**src/rtl/uart_pkg.sv**
```systemverilog
`default_nettype none
// +----------------------------------------------------------------------+
// | uart_pkg: shared states and frame constants for the UART word rx     |
// | Revision: 1.0                                                        |
// +----------------------------------------------------------------------+
package uart_pkg;

  localparam int DEFAULT_CLKS_PER_BIT = 64;
  localparam int DATA_BITS            = 8;

  typedef enum logic [1:0] {
    IDLE  = 2'd0,
    START = 2'd1,
    DATA  = 2'd2,
    STOP  = 2'd3
  } rx_state_e;

endpackage
`default_nettype wire

```
**src/rtl/uart_byte_rx.sv**
```systemverilog
`default_nettype none
// +----------------------------------------------------------------------+
// | uart_byte_rx: 8N1 receiver with input synchronizer, byte + strobe    |
// | Revision: 1.0                                                        |
// +----------------------------------------------------------------------+
module uart_byte_rx
  import uart_pkg::*;
#(
  parameter int CLKS_PER_BIT = DEFAULT_CLKS_PER_BIT
) (
  input  logic       clk,
  input  logic       rst_n,
  input  logic       rx,
  output logic [7:0] byte_data,
  output logic       byte_valid
);

  localparam int                CNT_W     = $clog2(CLKS_PER_BIT);
  localparam logic [CNT_W-1:0]  HALF_LAST = CNT_W'(CLKS_PER_BIT / 2 - 1);
  localparam logic [CNT_W-1:0]  FULL_LAST = CNT_W'(CLKS_PER_BIT - 1);
  localparam logic [2:0]        LAST_BIT  = 3'(DATA_BITS - 1);

  logic             sync1_q, rx_s_q;
  rx_state_e        state_q, state_d;
  logic [CNT_W-1:0] baud_q, baud_d;
  logic [2:0]       bit_q, bit_d;
  logic [7:0]       shift_q, shift_d;

  always_ff @(posedge clk or negedge rst_n) begin
    if (!rst_n) begin
      sync1_q <= 1'b1;
      rx_s_q  <= 1'b1;
      state_q <= IDLE;
      baud_q  <= '0;
      bit_q   <= '0;
      shift_q <= '0;
    end else begin
      sync1_q <= rx;
      rx_s_q  <= sync1_q;
      state_q <= state_d;
      baud_q  <= baud_d;
      bit_q   <= bit_d;
      shift_q <= shift_d;
    end
  end

  // The strobe is combinational so the word logic can register it one clock after the stop sample.
  always_comb begin
    state_d    = state_q;
    baud_d     = baud_q;
    bit_d      = bit_q;
    shift_d    = shift_q;
    byte_valid = 1'b0;
    case (state_q)
      IDLE: begin
        baud_d = '0;
        if (!rx_s_q) begin
          bit_d   = '0;
          state_d = START;
        end
      end
      START: begin
        if (baud_q == HALF_LAST) begin
          baud_d  = '0;
          state_d = rx_s_q ? IDLE : DATA;
        end else begin
          baud_d = baud_q + CNT_W'(1);
        end
      end
      DATA: begin
        if (baud_q == FULL_LAST) begin
          baud_d  = '0;
          shift_d = {rx_s_q, shift_q[7:1]};
          bit_d   = bit_q + 3'd1;
          if (bit_q == LAST_BIT) state_d = STOP;
        end else begin
          baud_d = baud_q + CNT_W'(1);
        end
      end
      STOP: begin
        if (baud_q == FULL_LAST) begin
          baud_d     = '0;
          byte_valid = rx_s_q;
          state_d    = IDLE;
        end else begin
          baud_d = baud_q + CNT_W'(1);
        end
      end
      default: state_d = IDLE;
    endcase
  end

  assign byte_data = shift_q;

endmodule
`default_nettype wire

```
**src/rtl/uart_word_receiver.sv**
```systemverilog
`default_nettype none
// +----------------------------------------------------------------------+
// | uart_word_receiver: assembles four UART bytes into a 32-bit word     |
// | Revision: 1.0                                                        |
// +----------------------------------------------------------------------+
module uart_word_receiver
  import uart_pkg::*;
#(
  parameter int CLKS_PER_BIT   = DEFAULT_CLKS_PER_BIT,
  parameter int BYTES_PER_WORD = 4
) (
  input  logic        clk,
  input  logic        rst_n,
  input  logic        RxD,
  output logic [31:0] RxD_word_data,
  output logic        RxD_word_data_ready
);

  localparam logic [1:0] LAST_BYTE = 2'(BYTES_PER_WORD - 1);

  logic [7:0]  byte_data;
  logic        byte_valid;
  logic [31:0] word_q, word_d;
  logic [1:0]  count_q, count_d;
  logic [31:0] data_q, data_d;
  logic        ready_q, ready_d;

  uart_byte_rx #(
    .CLKS_PER_BIT(CLKS_PER_BIT)
  ) u_byte_rx (
    .clk       (clk),
    .rst_n     (rst_n),
    .rx        (RxD),
    .byte_data (byte_data),
    .byte_valid(byte_valid)
  );

  always_ff @(posedge clk or negedge rst_n) begin
    if (!rst_n) begin
      word_q  <= '0;
      count_q <= '0;
      data_q  <= '0;
      ready_q <= 1'b0;
    end else begin
      word_q  <= word_d;
      count_q <= count_d;
      data_q  <= data_d;
      ready_q <= ready_d;
    end
  end

  // First byte of a word ends up in [31:24] after the remaining three shift in behind it.
  always_comb begin
    word_d  = word_q;
    count_d = count_q;
    data_d  = data_q;
    ready_d = 1'b0;
    if (byte_valid) begin
      word_d  = {word_q[23:0], byte_data};
      count_d = count_q + 2'd1;
      if (count_q == LAST_BYTE) begin
        count_d = '0;
        data_d  = {word_q[23:0], byte_data};
        ready_d = 1'b1;
      end
    end
  end

  assign RxD_word_data       = data_q;
  assign RxD_word_data_ready = ready_q;

endmodule
`default_nettype wire

```
**config.mk**
```make
export PLATFORM = sky130hd
export DESIGN_NAME = uart_word_receiver
export DESIGN_NICKNAME = d
export VERILOG_FILES = /design/src/rtl/uart_pkg.sv /design/src/rtl/uart_byte_rx.sv /design/src/rtl/uart_word_receiver.sv
export SDC_FILE = /design/constraint.sdc
export NUM_CORES = 1
export LEC_CHECK = 0
export CAP_MARGIN = 20
export CORE_MARGIN = 2
export CORE_UTILIZATION = 30
export DETAILED_ROUTE_END_ITERATION = 16
export PLACE_DENSITY = 0.58
export SLEW_MARGIN = 20
export SYNTH_ARGS = -nofsm -noshare
export SYNTH_HDL_FRONTEND = slang
export SYNTH_SLANG_ARGS = --single-unit
```
**constraint.sdc**
```tcl
create_clock -name clk -period 2.2 [get_ports clk]
set_input_delay 0.33 -clock clk [delete_from_list [all_inputs] [get_ports clk]]
set_output_delay 0.33 -clock clk [all_outputs]
set_load 0.01 [all_outputs]
```
Yosys cells after proc, flatten, opt, wreduce, memory -nomap -nowiden:

Index checks and enable logic that the tools add are counted.

* output and inout port bits: 33
* bits in read-only memories: 0
* flip-flop bits (word level): 80
* latch bits: 0
* memory bits (writable): 0
* input port bits: 3
* word-level logic and storage cells: 50
* memories kept: 0

* bitwise gates (word level): 0
* equal/unequal tests: 12
* divide/modulo/power cells: 0
* multiply operators: 0
* reductions and logical operators: 7
* multiplexer cells: 18
* magnitude comparators: 0
* shift-type cells: 0
* add/subtract/negate cells: 3

Operators with widths (number)
* $pmux 6 s3: 1
* $mux 2: 7
* $mux 6: 2
* $ne 2x1->1 const B: 4
* $pmux 2 s4: 1
* $add 6x1->6 const B: 1
* $eq 2x2->1 const B: 3
* $eq 6x5->1 const B: 1
* $eq 6x6->1 const B: 1
* $mux 3: 2
* $pmux 3 s2: 1
* $reduce_and 5->1: 1
* $mux 1: 4
* $reduce_and 2->1: 2
* $add 3x1->3 const B: 1
* $eq 3x3->1 const B: 1
* $reduce_and 3->1: 1
* $add 2x1->2 const B: 1
* $eq 2x1->1 const B: 1
* $logic_not 2->1: 1
* $ne 2x2->1 const B: 1
* $reduce_bool 2->1: 1
* $reduce_or 2->1: 1

Longest topological paths before layout:

* depth in word-level cells: 4
* gate-level depth with buffers: 6
* depth with buffers taken out: 5

Hierarchy:

Synthesis repeated with hierarchy kept, for this count alone.

* cell total of the unflattened synthesis: 215
* area, all modules: 3334.4 um^2

Modules (own cells, without submodules)
* uart_word_receiver: cells each 127, area each 2328.5 um^2, seq. area each 1476.4 um^2, instances 1
* uart_byte_rx: cells each 88, area each 1006.0 um^2, seq. area each 528.0 um^2, instances 1

Least setup slack after synthesis:

Ideal clock, no wire load.

* path kind: reg2reg
* start: register u_byte_rx.baud_q[0]
* end: register word_q[10]
* clock period less this slack: 1.720 ns
* data required time: 2.075 ns
* cell stages (with the launch flop): 7
* slack: 0.480 ns
* path buffers: 2
* arrival: 1.595 ns
* library setup time: 0.125 ns
* cell sequence: dfrtp_1 > ha_1 > and4_4 > and2_4 > buf_8 > buf_12 > mux2_4

* word-level cells in the longest chain between the ends: 3

RTL lines
* start: declaration: line uart_byte_rx.sv:25 `logic [CNT_W-1:0] baud_q, baud_d;`
* start signal: assignment: line uart_byte_rx.sv:41 `baud_q <= baud_d;`
* $eq 6x6->1: line uart_byte_rx.sv:81 `if (baud_q == FULL_LAST) begin`
* $mux 1: line uart_byte_rx.sv:81
* $mux 1: line uart_byte_rx.sv:54 `case (state_q)`
* end signal: assignment: line uart_word_receiver.sv:45 `word_q <= word_d;`
* end: declaration: line uart_word_receiver.sv:23 `logic [31:0] word_q, word_d;`

Every way passes these cells.
A chain may end at the register's enable or synchronous reset.

Worst setup path after layout:

* start: register u_byte_rx.baud_q[0]
* end: register u_byte_rx.shift_q[1], in the netlist u_byte_rx.byte_data[1]

* word-level cells in the longest chain between the ends: 2

RTL lines
* $eq 6x6->1: line uart_byte_rx.sv:71 `if (baud_q == FULL_LAST) begin`
* $reduce_and 2->1 (no source line)
* end signal: assignment: line uart_byte_rx.sv:43 `shift_q <= shift_d;`
* end: declaration: line uart_byte_rx.sv:27 `logic [7:0] shift_q, shift_d;`

Every way passes these cells.

==> reports/metrics.yaml <==
routing:
  wl_per_cell_um: 13.2
  routed_wl_um: 5180
  ant_nets: 0
  num_vias: 1727
  firstDrtPassIters: 6
  drt-initial-drc-count: 73
  vias_per_cell: 4.42
  drc_errors: 0
floorplan:
  fp.dieW_um: 109
  core.rowCount: 38
  core_um2: 10800
  start_util: 0.306
  ios: 36
  die_h_um: 109
  die_area_um2: 11900
worst_setup_path:
  critPathArrivalTime_ns: 2.17
  critPathLaunchType: "register"
  critPathMaxFanout: 9
  crit_chain: "ha_1, nand4_1, nor3_2, buf_4, mux2_2"
  r2r_setup_slack_ns: 0.27
  slowest_stage: "dfrtp_1"
  required_ns: 2.44
  path_class: "register to register"
  slowest_delay_ns: 0.42
  cp-end-kind: "register"
cells_and_area:
  final_area_um2: 4020
  multi_input_area_um2: 1160
  insertedDiodeCount: 0
  areaGrowthSynthToFinish_pct: 21.7
  final_core_util: 0.372
  final_net_count: 253
  fillCellCount: 1044
  stdcell_count: 391
  drive_gt1_frac: 0.386
  seq_area_um2: 2000
logic_synthesis:
  synth_top_family_by_area: "multiplexers"
  synth_compound_area_frac: 0.0197
  syn_nets: 210
  synth.distinct_cells: 37
  synth_xor_area_frac: 0.00795
  synth_fa_ha_area_frac: 0.0152
  synth-simple-area-share: 0.0508
  ys_seq_area_frac: 0.607
  synthMuxAreaShare: 0.258
  synth-main-ff-cell: "dfrtp_1"
  synth_warnings: 0
  syn_inst: 203
  async_flop_share: 1.00
  synth_seq_cells: 80
  syn_avg_cell_area_um2: 16.3
  syn_area_um2: 3300
  synth_edf_count: 0
sta:
  max_freq_mhz: 518
  holdWs_ns: -0.0292
  fin_ws_ns: 0.269
  min_period_ns: 1.93
  clock_skew_ns: 0.00718
  rsz0062_at_grt: "no"
  final.setup.tns_ns: 0
  finalHoldViolCount: 9
  slew_headroom: 0.706
  final.period_utilization: 0.878
  finalSetupViolations: 0
  slew_viol_final: 0
  tightest_slew_ns: 0.442
grt:
  grt_pass1_vias: 1752
  grt_pass1_wl_um: 8800
  grt_overflow: 0
  grt_max_degree: 81
  track_usage: 0.0964
  antenna_found_initial: 0
cts:
  numClockSinks: 80
  cts_made_buffers: 9
  cts_tree: "done"
  cts_root_buffer: "clkbuf_8"
  path_clk_slew_ns: 0.08
  cts_resized: 0
  clock_path_buffers: 2
  post_cts.repair.setup_buffers: 0
  clock_latency_ns: 0.35
  holdBufCountCts: 0
  h-tree-depth: 3
run_status:
  violations: "hold timing"
  status: "finished with violations"
placed_design:
  placed_area_um2: 3780
  hpwl_um: 3390
  io_buffers: 35
  gp_congestion: 0.757
  dpl_worst_slack_ns: 0.245
  dp_cells: 375
pwr:
  p_total_mw: 3.02
  vdd.ir_drop.worst_mv: 0.239
  power_density_nw_per_um2: 752
  p_leak_nw: 1.91
min_path:
  min_path_type: "primary input to async pin"
flow_run:
  max-cap-violations: 0
Yosys cell counts, types with 2 or more instances:
cell type   n  area, um2
and4_4      2       22.5
xor2_1      2       17.5
ha_1        4       50.1
nor2_1      5       18.8
dfstp_2     2       52.6
a31oi_1     2       12.5
mux2_4     20        300
dfrtp_1    78       1950
buf_6       6       67.6
nor3_1      2       10.0
mux2_1      2       22.5
buf_12      2       40.0
mux2_2     46        518
nor2b_1     2       12.5
nand2b_1    2       12.5
nand3_1     2       10.0
inv_1       3       11.3
nor4_1      2       12.5
report_power, final:
part | switching [mW] | internal [mW]
clock network | 0.533 | 0.755
registers | 0.0633 | 1.52
logic | 0.0809 | 0.0730
total | 0.677 | 2.35
registers in the layout, summed over array words and instances, names as in the netlist, named ones only:
register / flops
count_q: 2
u_byte_rx.state_q: 1
RxD_word_data_ready: 1
u_byte_rx.byte_data: 8
u_byte_rx.rx_s_q: 1
RxD_word_data: 32
u_byte_rx.bit_q: 3
word_q: 24
u_byte_rx.sync1_q: 1
u_byte_rx.baud_q: 6
area by class of cell:
| class | count | share of cell area |
|---|---|---|
| flip-flops and latches | 80 | 0.499 |
| multi-input cells | 110 | 0.289 |
| inverters | 3 | 0.00280 |
| well taps | 140 | 0.0436 |
| repair buffers | 42 | 0.106 |
| clock inverters | 7 | 0.0296 |
| clock buffers | 9 | 0.0308 |
layout by cell type, fill, tap and decap left out, types with 2 or more instances in the layout:
| master | instances |
|---|---|
| a31oi_1 | 2 |
| and4_4 | 2 |
| buf_12 | 2 |
| buf_4 | 6 |
| bufinv_16 | 3 |
| clkbuf_8 | 9 |
| clkdlybuf4s50_1 | 34 |
| clkinvlp_4 | 2 |
| dfrtp_1 | 78 |
| dfstp_2 | 2 |
| ha_1 | 4 |
| inv_1 | 3 |
| mux2_1 | 2 |
| mux2_2 | 46 |
| mux2_4 | 20 |
| nand2b_1 | 2 |
| nand3_1 | 2 |
| nor2_1 | 5 |
| nor2b_1 | 2 |
| nor3_1 | 2 |
| nor4_1 | 2 |
| xor2_1 | 2 |
routing by layer:
layer / GRT usage / vias to the layer above / wire length (um)
met5: 0 / - / 0
met4: 0.0495 / 0 / 91
met3: 0.0269 / 9 / 235
met2: 0.146 / 33 / 2370
met1: 0.126 / 877 / 2490
li1: - / 808 / -
critical path: cells and delay by family, from the launching register on:
kind                       cells  cell delay, ns
and+or+nand+nor                2            0.54
adders and majority gates      1            0.29
buffers and inverters          1            0.22
muxes                          1            0.35
DFF                            1            0.42
kinds of logic (layout without fill, tap and decap cells):
kind of cell | Yosys count | after routing
flip-flops | 80 | 80
multiplexers | 69 | 69
AND/OR/NAND/NOR | 25 | 25
buffers and inverters | 13 | 61
AO/OA/AOI/OAI | 9 | 9
adder cells (fa/ha/maj) | 4 | 4
XOR/XNOR | 3 | 3
final timing paths:
kind | startpoint | end | depth (start not counted)
max in group asynchronous | rst_n | u_byte_rx.sync1_q | 2
hold reg to reg | u_byte_rx.sync1_q | u_byte_rx.rx_s_q | 0
hold / removal | rst_n | RxD_word_data[27] | 2
setup reg to reg | u_byte_rx.baud_q[0] | u_byte_rx.byte_data[1] | 5
setup / recovery | u_byte_rx.baud_q[0] | u_byte_rx.byte_data[1] | 5
min in group clk | u_byte_rx.sync1_q | u_byte_rx.rx_s_q | 0
Note: power is estimated with default switching activity, not from simulation.
